<file path="config.mk">
export PLATFORM = sky130hd
export DESIGN_NAME = imem_loader
export DESIGN_NICKNAME = d
export VERILOG_FILES = /design/src/rtl/imem_loader.sv
export SDC_FILE = /design/constraint.sdc
export NUM_CORES = 1
export LEC_CHECK = 0
export CAP_MARGIN = 20
export CORE_MARGIN = 2
export CORE_UTILIZATION = 32
export DETAILED_ROUTE_END_ITERATION = 7
export PLACE_DENSITY_LB_ADDON = 0.3
export SYNTH_ARGS = -nofsm -noshare
export SYNTH_HDL_FRONTEND = slang
export SYNTH_SLANG_ARGS = --single-unit
</file>
<file path="constraint.sdc">
create_clock -name clk -period 1.9 [get_ports clk]
set_clock_uncertainty 0.05 [all_clocks]
set_input_delay 0.19 -clock clk [delete_from_list [all_inputs] [get_ports clk]]
set_output_delay 0.19 -clock clk [all_outputs]
set_load 0.03 [all_outputs]
</file>
<file path="src/rtl/imem_loader.sv">
// imem_loader: loads a length-prefixed little-endian byte stream into the
// instruction memory, one write per 32-bit word, and holds the core in reset
// until the whole program has been written.
module imem_loader #(
    parameter int DEPTH  = 64,
    parameter int ADDR_W = 6
) (
    input  logic              clk,
    input  logic              rst,
    input  logic              start,
    input  logic              in_valid,
    input  logic [7:0]        in_byte,
    output logic              in_ready,
    output logic              mem_we,
    output logic [ADDR_W-1:0] mem_addr,
    output logic [31:0]       mem_wdata,
    output logic              busy,
    output logic              done,
    output logic              err,
    output logic              cpu_hold
);

    // Word counter needs one extra bit so a full-depth count is representable.
    localparam int CNT_W = ADDR_W + 1;
    localparam logic [8:0] DEPTH_B = 9'(DEPTH);

    typedef enum logic [2:0] {
        S_IDLE = 3'd0,
        S_LEN  = 3'd1,
        S_DATA = 3'd2,
        S_DONE = 3'd3,
        S_ERR  = 3'd4
    } state_t;

    state_t              state_q, state_d;
    logic [CNT_W-1:0]    n_q, n_d;
    logic [CNT_W-1:0]    cnt_q, cnt_d;
    logic [1:0]          idx_q, idx_d;
    logic [23:0]         buf_q, buf_d;
    logic                we_q, we_d;
    logic [ADDR_W-1:0]   addr_q, addr_d;
    logic [31:0]         wdata_q, wdata_d;

    logic                xfer;
    logic [CNT_W-1:0]    last_word;
    logic [2:0]          lane_en;

    assign in_ready  = (state_q == S_LEN) || (state_q == S_DATA);
    assign xfer      = in_valid && in_ready;
    assign last_word = n_q - CNT_W'(1);

    // Byte lanes 0..2 are buffered; lane 3 completes the word directly.
    genvar gi;
    generate
        for (gi = 0; gi < 3; gi++) begin : g_lane
            assign lane_en[gi] = xfer && (state_q == S_DATA) && (idx_q == 2'(gi));
            assign buf_d[gi*8 +: 8] = lane_en[gi] ? in_byte : buf_q[gi*8 +: 8];
        end
    endgenerate

    // Next-state and datapath updates for the load sequence.
    always_comb begin
        state_d = state_q;
        n_d     = n_q;
        cnt_d   = cnt_q;
        idx_d   = idx_q;
        we_d    = 1'b0;
        addr_d  = addr_q;
        wdata_d = wdata_q;

        case (state_q)
            S_IDLE, S_DONE, S_ERR: begin
                if (start) begin
                    state_d = S_LEN;
                end
            end
            S_LEN: begin
                if (xfer) begin
                    if ((in_byte == 8'd0) || ({1'b0, in_byte} > DEPTH_B)) begin
                        state_d = S_ERR;
                    end else begin
                        n_d     = in_byte[CNT_W-1:0];
                        cnt_d   = '0;
                        idx_d   = 2'd0;
                        state_d = S_DATA;
                    end
                end
            end
            S_DATA: begin
                if (xfer) begin
                    idx_d = idx_q + 2'd1;
                    if (idx_q == 2'd3) begin
                        wdata_d = {in_byte, buf_q};
                        addr_d  = cnt_q[ADDR_W-1:0];
                        we_d    = 1'b1;
                        cnt_d   = cnt_q + CNT_W'(1);
                        if (cnt_q == last_word) begin
                            state_d = S_DONE;
                        end
                    end
                end
            end
            default: begin
                state_d = S_IDLE;
            end
        endcase
    end

    // State and datapath registers; reset discards any partial word.
    always_ff @(posedge clk or negedge rst) begin
        if (!rst) begin
            state_q <= S_IDLE;
            n_q     <= '0;
            cnt_q   <= '0;
            idx_q   <= 2'd0;
            buf_q   <= '0;
            we_q    <= 1'b0;
            addr_q  <= '0;
            wdata_q <= '0;
        end else begin
            state_q <= state_d;
            n_q     <= n_d;
            cnt_q   <= cnt_d;
            idx_q   <= idx_d;
            buf_q   <= buf_d;
            we_q    <= we_d;
            addr_q  <= addr_d;
            wdata_q <= wdata_d;
        end
    end

    assign mem_we    = we_q;
    assign mem_addr  = addr_q;
    assign mem_wdata = wdata_q;
    assign busy      = (state_q == S_LEN) || (state_q == S_DATA);
    assign done      = (state_q == S_DONE);
    assign err       = (state_q == S_ERR);
    assign cpu_hold  = (state_q != S_DONE);

endmodule

</file>
==> summary.md <==
| Metric | Value |
|---|---|
| Setup violations, final | 0 |
| Yosys top cell area share | between 50 and 60% |
| Setup CP Type | in -> reg |
| Finished Layout Cells | 560 |
| Dpl cell area | about 4400 µm² |
| Fmax | 551 MHz |
| Avg Cell Area, Syn | 10.6 µm² |
| Final Cycle Share | 95.6% |
| Gr usage total | 14.7% |
| RD Place Congestion | 0.858 |
| VDD IR max | 0.881 mV |
| Die ar. | around 12,000 µm² |
| Critical Path RT | 2090 ps |
| CTS Root Cell | clkbuf_8 |
| Ys async rst share | 100% |
| PortBufs | 55 |
| Synth Cell Area | 3550 µm² |
| Initial antenna violation count | 0 |
| Chip height | 109 µm |
| RSZ-0062 raised after global routing | no |
| Final Hold Slack | 134 ps |
| Level count of the clock H-tree | 3 |
| Most common cell in the netlist | nand2_1 |
| Synth area leaders | dfrtp_1 58%, nand2_1 13%, mux2_2 9.2% |
| Clock Path Buffers | 2 |
| FP Rows | 38 |
| Sink Count | 82 |
| Postcts setup bufs | 0 |
| Clk Latency, worst-skew pair | between 300 and 400 ps |
| Worst reg2reg path endpoint | buf_q[18]$_DFFE_PN0P_ |
| Core area | 10,800 µm² |
| Cts bufs inserted | 9 |
| Syn-to-layout area delta | 30.4% |
| Ys flop type | dfrtp_1 |
| Syn_nets | 354 |
| Post-DP HPWL | 5.61 mm |
| Max Slew Vio Count | 0 |
| Wire length per cell | 14.2 µm |
| Cell area power density | between 1000 and 1500 nW/µm² |
| R2r setup slk | roughly 140 ps |
| Worst-path clk slew | 90 ps |
| Seq/Total Area, Yosys | 57.8% |
| Boundary Pins | 56 |
| Max-Cap Viols | 0 |
| Worst reg2reg path depth | 5 |
| Post-Synthesis Cells | 336 |
| Largest net degree at the start of global routing | 49 |
| DRT Pass-1 Iters | 4 |
| DR DRC count | 0 |
| Min cycle time layout | 1820 ps |
| Worst reg2reg startpoint | state_q[1]$_DFFE_PN0P_ |
| P_leak | 0.00229 µW |
| Die X | ~110 µm |
| #FFs+latches synth | 82 |
| Starting Density | 32.7% |
| Slew headroom | 62.6% |
| Core Util, Final | between 40 and 50% |
| Via count | 2,590 |
| Grt ovf | 0 |
| Nets@finish | 433 |
| Hold Path Class | in -> async |
| CTS tree | yes |
| Post-synth EDFFs | 0 |
| Vias/cell | approximately 4.6 |
| CP startpoint kind | input pin |
| Antenna cells | 0 |
| Antenna-violating nets left | 0 |
| Yosys cell types | 43 |
| Cell taking the most area after synthesis | dfrtp_1 |
| Placed Cells | approximately 540 |
| Worst setup margin | roughly 84 ps |
| Hold Fails Final Rpt | 0 |
| Outcome | complete, no violations |
| Number of global-route vias before repair | 2,680 |
| First-pass GRT wire length | 13.3 mm |
| Fin area | 4630 µm² |
| Initial DRC Count | about 120 |
| Pre-CTS setup slack | -310 ps |
| Post-synth top cells | 125 x nand2_1, 82 x dfrtp_1, 29 x mux2_2, 12 x nor2_1, 8 x clkbuf_1 |
| Routed WL | about 8.0 mm |
| Layout cells sized above 1 | between 10% and 20% |
| Yosys warns | 0 |
| Crit Path Max Fanout | 8 |
| Worst-margin pin slew | ~560 ps |
| CP endpoint kind | flip-flop |
| WP data arrival | around 2000 ps |
critical path: stages:
cell             delay (ps)
clkdlybuf4s50_1         460
nor4_4                  360
nand3_2                 150
a2111oi_4               320
buf_6                   180
mux2_2                  340
logic make-up after synthesis:
kind of cell               share of synthesized area (%)
AOI/OAI and AO/OA                                   5.50
adders and majority gates                           2.12
buffers and inverters                               2.50
muxes                                               9.63
and+or+nand+nor                                     19.2
xor gates and xnor gates                            3.21
DFF                                                 57.8
placed cells by master, fill, tap and decap left out, types with 2 or more instances in the layout:
cell | netlist | routed
nand2_1 | 125 | 122
dfrtp_1 | 82 | 81
clkdlybuf4s50_1 | 0 | 49
mux2_2 | 29 | 29
buf_4 | 1 | 23
nor2_1 | 12 | 12
clkbuf_8 | 0 | 9
xor2_1 | 7 | 7
inv_1 | 6 | 6
xnor2_1 | 6 | 6
ha_1 | 6 | 6
nand4_1 | 5 | 5
a21oi_1 | 5 | 5
dlygate4sd2_1 | 0 | 5
o21ai_0 | 4 | 4
nand2b_1 | 3 | 3
nand2_2 | 0 | 3
nor3_1 | 3 | 3
nor2b_1 | 2 | 2
nand3b_1 | 2 | 2
o31ai_1 | 2 | 2
a21o_1 | 2 | 2
a31oi_1 | 2 | 2
clkinv_2 | 0 | 2
buf_6 | 1 | 2
final cells by class:
type	instances	area (µm²)
repair buffers	81	759
fillers	1066	6210
clock inverters	6	65.1
flip-flops and latches	82	2050
clock buffers	10	128
inverters	7	26.3
well taps	140	175
multi-input cells	234	1420
where the power goes:
group / total [µW] / switching (µW) / internal, µW
Combinational: 2000 / 1080 / 922
Clock: 1270 / 655 / 610
Sequential: 2530 / 330 / 2200
stage by stage:
step | power [µW] | setup TNS (ps)
finish | 5790 | 0
floorplan | 3800 | 0
global placement | 4530 | -8230
CTS | 5830 | 0
global route | 6170 | 0
detailed placement | 4580 | -8710
sequential cells by signal, summed over array words and instances, names as in the netlist:
register and flops:
buf_q 24, mem_addr 6, cnt_q 7, mem_wdata 32
n_q 7, mem_we 1, idx_q 2, state_q 3
layer usage:
layer	GRT usage, %	part of all wire [%]	up-vias
met3	2.93	3.0	10
li1	-	-	1259
met5	0	0	-
met1	20.1	48	1273
met2	23.1	47	48
met4	5.70	1.6	0
how the worst max path moves through the flow:
stage                                 to  slack [ps]                   start
finish                n_q[3]$_DFFE_PN0P_          80              in_byte[1]
global placement      n_q[6]$_DFFE_PN0P_        -280              in_byte[1]
floorplan             n_q[2]$_DFFE_PN0P_          30  state_q[0]$_DFFE_PN0P_
global route        cnt_q[0]$_DFFE_PN0P_           9              in_byte[1]
CTS                 buf_q[9]$_DFFE_PN0P_          40  state_q[0]$_DFFE_PN0P_
detailed placement    n_q[3]$_DFFE_PN0P_        -310              in_byte[1]
timing repair:
action,in CTS,in global routing
hold endpoints to repair,82,0
hold buffers,1,0
endpoints found under the setup margin,18,26
pin swaps,0,0
gates resized for setup,7,5
No activity file was read; power rests on OpenSTA's default activity.
